`config.mk`:
```
export PLATFORM = sky130hd
export DESIGN_NAME = assert_handshake_monitor
export DESIGN_NICKNAME = d
export VERILOG_FILES = /design/src/rtl/assert_handshake_monitor.sv
export SDC_FILE = /design/constraint.sdc
export NUM_CORES = 1
export LEC_CHECK = 0
export CAP_MARGIN = 20
export CORE_MARGIN = 2
export CORE_UTILIZATION = 54
export CTS_CLUSTER_SIZE = 20
export DETAILED_ROUTE_END_ITERATION = 7
export PLACE_DENSITY = 0.83
export RECOVER_POWER = 100
export SETUP_SLACK_MARGIN = 0.4
export SKIP_LAST_GASP = 1
export SLEW_MARGIN = 10
export SYNTH_ARGS = -nofsm -noshare
export SYNTH_HDL_FRONTEND = slang
export SYNTH_SLANG_ARGS = --single-unit
```
`constraint.sdc`:
```
create_clock -name CLK -period 3 [get_ports CLK]
set_input_delay 0.45 -clock CLK [delete_from_list [all_inputs] [get_ports CLK]]
set_output_delay 0.45 -clock CLK [all_outputs]
set_load 0.005 [all_outputs]
```
`src/rtl/assert_handshake_monitor.sv`:
```
// ---------------------------------------------------------------------------
// assert_handshake_monitor
//
// Watches a valid/ready handshake and flags protocol violations while a
// producer is stalled.  Three kinds of violation are reported:
//   1 : valid dropped before the transfer completed
//   2 : data changed while the producer was stalled
//   3 : the stall lasted TIMEOUT cycles with ready still low
//
// Ports
//   CLK              : clock; all state updates on the rising edge
//   ASYNCRESETN      : asynchronous reset, active low
//   en               : monitor enable; when low the FSM idles and nothing is checked
//   valid, ready     : monitored handshake
//   data[WIDTH]      : monitored payload
//   clr              : synchronous clear of the recorded error state
//   fail             : sticky flag, set by any violation since reset or clr
//   err_pulse        : one-cycle pulse for every detected violation
//   err_code[2]      : code of the last recorded violation (0 = none)
//   err_count[CNT]   : saturating count of recorded violations
//   cycle_count[CNT] : number of enabled cycles since reset, wrapping
//   first_fail_cycle : cycle_count value at the first recorded violation
// ---------------------------------------------------------------------------
module assert_handshake_monitor #(
  parameter int WIDTH     = 8,
  parameter int CNT_WIDTH = 16,
  parameter int TIMEOUT   = 15
) (
  input  logic                 CLK,
  input  logic                 ASYNCRESETN,
  input  logic                 en,
  input  logic                 valid,
  input  logic                 ready,
  input  logic [WIDTH-1:0]     data,
  input  logic                 clr,
  output logic                 fail,
  output logic                 err_pulse,
  output logic [1:0]           err_code,
  output logic [CNT_WIDTH-1:0] err_count,
  output logic [CNT_WIDTH-1:0] cycle_count,
  output logic [CNT_WIDTH-1:0] first_fail_cycle
);

  typedef enum logic {
    IDLE,
    STALL
  } state_t;

  localparam logic [CNT_WIDTH-1:0] TIMEOUT_C = CNT_WIDTH'(TIMEOUT);
  localparam logic [CNT_WIDTH-1:0] CNT_ONE   = CNT_WIDTH'(1);
  localparam logic [CNT_WIDTH-1:0] CNT_MAX   = '1;

  localparam logic [1:0] CODE_NONE    = 2'd0;
  localparam logic [1:0] CODE_DROP    = 2'd1;
  localparam logic [1:0] CODE_CHANGE  = 2'd2;
  localparam logic [1:0] CODE_TIMEOUT = 2'd3;

  state_t               state, state_next;
  logic [CNT_WIDTH-1:0] stall_cnt, stall_cnt_next;
  logic [WIDTH-1:0]     hold_data, hold_data_next;
  logic                 timeout_done, timeout_done_next;
  logic [1:0]           viol_code;

  // State register for the stall tracker.  timeout_done remembers that the
  // timeout of the current stall has already been reported, so it fires once.
  always_ff @(posedge CLK or negedge ASYNCRESETN) begin
    if (!ASYNCRESETN) begin
      state        <= IDLE;
      stall_cnt    <= '0;
      hold_data    <= '0;
      timeout_done <= 1'b0;
    end else begin
      state        <= state_next;
      stall_cnt    <= stall_cnt_next;
      hold_data    <= hold_data_next;
      timeout_done <= timeout_done_next;
    end
  end

  // Next-state logic.  A stall opens on valid without ready and closes on a
  // transfer or on valid dropping.  hold_data follows every data change so a
  // single change is reported only once.  stall_cnt saturates at TIMEOUT; a
  // timeout that loses to a higher-priority violation stays pending and is
  // reported on a later cycle of the same stall.
  always_comb begin
    state_next        = state;
    stall_cnt_next    = stall_cnt;
    hold_data_next    = hold_data;
    timeout_done_next = timeout_done;
    if (!en) begin
      state_next        = IDLE;
      stall_cnt_next    = '0;
      timeout_done_next = 1'b0;
    end else begin
      case (state)
        IDLE: begin
          if (valid && !ready) begin
            state_next        = STALL;
            stall_cnt_next    = CNT_ONE;
            hold_data_next    = data;
            timeout_done_next = 1'b0;
          end
        end
        STALL: begin
          if (!valid) begin
            state_next        = IDLE;
            stall_cnt_next    = '0;
            timeout_done_next = 1'b0;
          end else begin
            if (data != hold_data) begin
              hold_data_next = data;
            end
            if (viol_code == CODE_TIMEOUT) begin
              timeout_done_next = 1'b1;
            end
            if (ready) begin
              state_next        = IDLE;
              stall_cnt_next    = '0;
              timeout_done_next = 1'b0;
            end else if (stall_cnt != TIMEOUT_C) begin
              stall_cnt_next = stall_cnt + CNT_ONE;
            end
          end
        end
        default: begin
          state_next = IDLE;
        end
      endcase
    end
  end

  // Violation decode for the current sample, highest priority first:
  // dropped valid, then changed data, then timeout.
  always_comb begin
    viol_code = CODE_NONE;
    if (en && state == STALL) begin
      if (!valid) begin
        viol_code = CODE_DROP;
      end else if (data != hold_data) begin
        viol_code = CODE_CHANGE;
      end else if (!ready && stall_cnt == TIMEOUT_C && !timeout_done) begin
        viol_code = CODE_TIMEOUT;
      end
    end
  end

  // Registered reporting.  err_pulse always reflects the sampled violation,
  // even when clr wipes the recorded state in the same cycle.
  // first_fail_cycle takes the cycle_count value before this edge's increment.
  always_ff @(posedge CLK or negedge ASYNCRESETN) begin
    if (!ASYNCRESETN) begin
      fail             <= 1'b0;
      err_pulse        <= 1'b0;
      err_code         <= CODE_NONE;
      err_count        <= '0;
      cycle_count      <= '0;
      first_fail_cycle <= '0;
    end else begin
      err_pulse <= (viol_code != CODE_NONE);
      if (en) begin
        cycle_count <= cycle_count + CNT_ONE;
      end
      if (clr) begin
        fail             <= 1'b0;
        err_code         <= CODE_NONE;
        err_count        <= '0;
        first_fail_cycle <= '0;
      end else if (viol_code != CODE_NONE) begin
        fail     <= 1'b1;
        err_code <= viol_code;
        if (err_count != CNT_MAX) begin
          err_count <= err_count + CNT_ONE;
        end
        if (!fail) begin
          first_fail_cycle <= cycle_count;
        end
      end
    end
  end

endmodule

```
==> impl_metrics.tcl <==
set metrics [dict create \
    hpwl_mm 5.71 \
    r2r_setup_slack_ps 430 \
    vias 3196 \
    ys_warn_count 0 \
    endpoint_kind "flop" \
    fin_nets 469 \
    clock_latency_ps 350 \
    hold_violations 0 \
    tns_ps 0 \
    grt_pass1_vias 3117 \
    reg2reg_to "first_fail_cycle[3]" \
    layout_common_cells "dfrtp_1, dlygate4sd3_1, nand2b_1" \
    grt.total_usage 0.228 \
    htreeDepth 3 \
    dp_worst_setup_slack_ps 494 \
    cts_tree "yes" \
    ant_nets 0 \
    grt_pass1_wl_mm 15.2 \
    clkSlewWorstSetupHoldPaths_ps 80 \
    crit_required_ps 3230 \
    wl_per_cell_um 15.6 \
    row_count 31 \
    place.gp.congestion 0.828 \
    fin_util 0.697 \
    status "finished, final reports clean" \
    initial_utilization 0.558 \
    max-cap-violations 0 \
    fmax_mhz 384 \
    antenna_found_initial 0 \
    via_per_inst 5.75 \
    powerDensity_mw_per_mm2 500 \
    fin_crit_ps 2600 \
    hp-start "timeout_done" \
    path_max_fanout 29 \
    wl_mm 8.68 \
    layout_commonest_cell "dfrtp_1" \
    rsz0062_at_grt "false" \
    setup_ws_ps 397 \
    ys_seq_area_frac 0.482 \
    reg2reg_depth 7 \
    cts_sinks 78 \
    core_area_mm2 0.00725 \
    peakVddDrop_mv 0.374 \
    drive_gt1_frac 0.0853 \
    worst_hold_path.num_cells 2 \
    syn_inst 385 \
    arrival_ps 2830 \
    dr.pass1.iters 4 \
    hold_class "reg2reg" \
    dpl_cell_area_mm2 0.00478 \
    drt_iter0_markers 126 \
    setup_viol 0 \
    critPathLaunchType "primary input" \
    period_share 0.868 \
    drv_slew 0 \
    grt_overflow 0 \
    min_to "timeout_done" \
    area_delta_synth_final_pct 24.8 \
    cts_root_buf "clkbuf_8" \
    ys.flop_type "dfrtp_1" \
    drc 0 \
    port_buffers 65 \
    fp.dieArea_mm2 0.00821 \
    leakagePower_uw 0.00212 \
    die_w_um 90.6 \
    post-cts-setup-buffers 0 \
    cts_made_buffers 9 \
    cts_buffer_depth 2 \
    synthesis.area_mm2 0.00405 \
    ys_ff_latch 78 \
    synth.distinct_cells 48 \
    antenna_cells 0 \
    num_io_pins 66 \
    critPathKind "in2reg" \
    r2r_start "stall_cnt[0]" \
    worst_slew_pin_slew_ps 970 \
    synth_edf_count 0 \
    final_area_mm2 0.00505 \
    fp.dieH_um 90.6 \
    slew_headroom 0.353 \
    syn_area_per_cell_um2 10.5 \
    async_reset_ff_frac 1.00 \
    skew_ps 7.92 \
    syn_nets 402 \
    grt_start_max_net_pins 79 \
]
[stage by stage]
step / total power [uW] / std cells / hold WS, ps
6_report: 2520 / 556 / 515
5_1_grt: 2650 / 556 / 541
4_1_cts: 2570 / 554 / 294
3_5_place_dp: 1600 / 538 / 491
3_3_place_gp: 1590 / 538 / 477
2_1_floorplan: 1400 / 385 / 154
[layout make-up]
class	instances	area [um2]
multi-input combinational	285	2000
timing repair buffer	71	708
fill	531	2200
tap	99	124
clock inverter	7	121
clock buffer	9	124
inverter	7	26.3
sequential	78	1950
[logic make-up (layout without fill, tap and decap cells)]
group | Yosys count | in the layout | share of synthesized area
flops | 78 | 78 | 0.482
xor+xnor | 35 | 35 | 0.0757
buf+inv | 22 | 94 | 0.0253
mux | 31 | 31 | 0.0809
simple gates | 167 | 167 | 0.247
compound gates | 49 | 49 | 0.0800
fa+ha+maj | 3 | 3 | 0.00927
[routing by layer]
metal	part of all wire	global-route usage
met3	0.038	0.0417
met2	0.49	0.350
met4	0.022	0.101
met1	0.45	0.319
met5	0	0
[how the worst max path moves through the flow]
stage | startpoint | end | slack, ps | cells after the start
3_3_place_gp | ready | err_count[15] | 520 | 5
6_report | data[2] | err_count[6] | 400 | 6
5_1_grt | stall_cnt[0] | first_fail_cycle[3] | 270 | 7
3_5_place_dp | ready | err_count[13] | 490 | 5
2_1_floorplan | stall_cnt[0] | err_count[13] | 840 | 8
4_1_cts | err_count[0] | err_count[6] | 520 | 6
[where the power goes]
part	leakage (uW)	total (uW)	switching [uW]	internal, uW
combinational	0.000955	338	148	190
clock	0.000112	957	402	555
sequential	0.00106	1230	105	1120
total	0.00212	2520	655	1870
[flip-flops by register name (all words and copies together), names as in the netlist]
signal	count
first_fail_cycle	16
err_pulse	1
fail	1
cycle_count	16
stall_cnt	16
hold_data	8
state	1
err_count	16
err_code	2
timeout_done	1
[worst max-delay path, stage by stage]
cell and delay [ps]:
dlygate4sd3_1 560, xnor2_1 210, and4_1 240, o2111a_1 850, nor3_1 170, mux2_1 350
[timing repair]
action | in CTS | in global routing
resized for setup | 0 | 1
hold endpoints to repair | 0 | 11
hold buffers | 0 | 1
endpoints found under the setup margin | 0 | 2
[cell usage after synthesis, types with 2 or more instances]
library cell / count / area share
dfrtp_1: 78 / 0.48
nand2b_1: 35 / 0.054
xnor2_1: 27 / 0.058
nor2_1: 25 / 0.023
nand2_1: 21 / 0.019
mux2i_1: 17 / 0.042
a21oi_1: 15 / 0.019
nand3_1: 15 / 0.019
nand4_1: 13 / 0.020
clkbuf_1: 11 / 0.010
o31ai_1: 10 / 0.019
mux2_2: 9 / 0.025
or4_1: 9 / 0.017
xor2_1: 8 / 0.017
and2_1: 7 / 0.011
and4_1: 7 / 0.015
inv_1: 7 / 0.0065
nor2b_1: 7 / 0.011
o21ai_0: 6 / 0.0074
and3_1: 5 / 0.0077
mux2_1: 5 / 0.014
nor3_1: 5 / 0.0062
nor4_1: 5 / 0.0077
o22ai_1: 5 / 0.0077
or3_1: 4 / 0.0062
ha_1: 3 / 0.0093
nor4_4: 3 / 0.016
buf_6: 2 / 0.0056
o21ba_2: 2 / 0.0049
No activity file was read; power rests on OpenSTA's default activity.
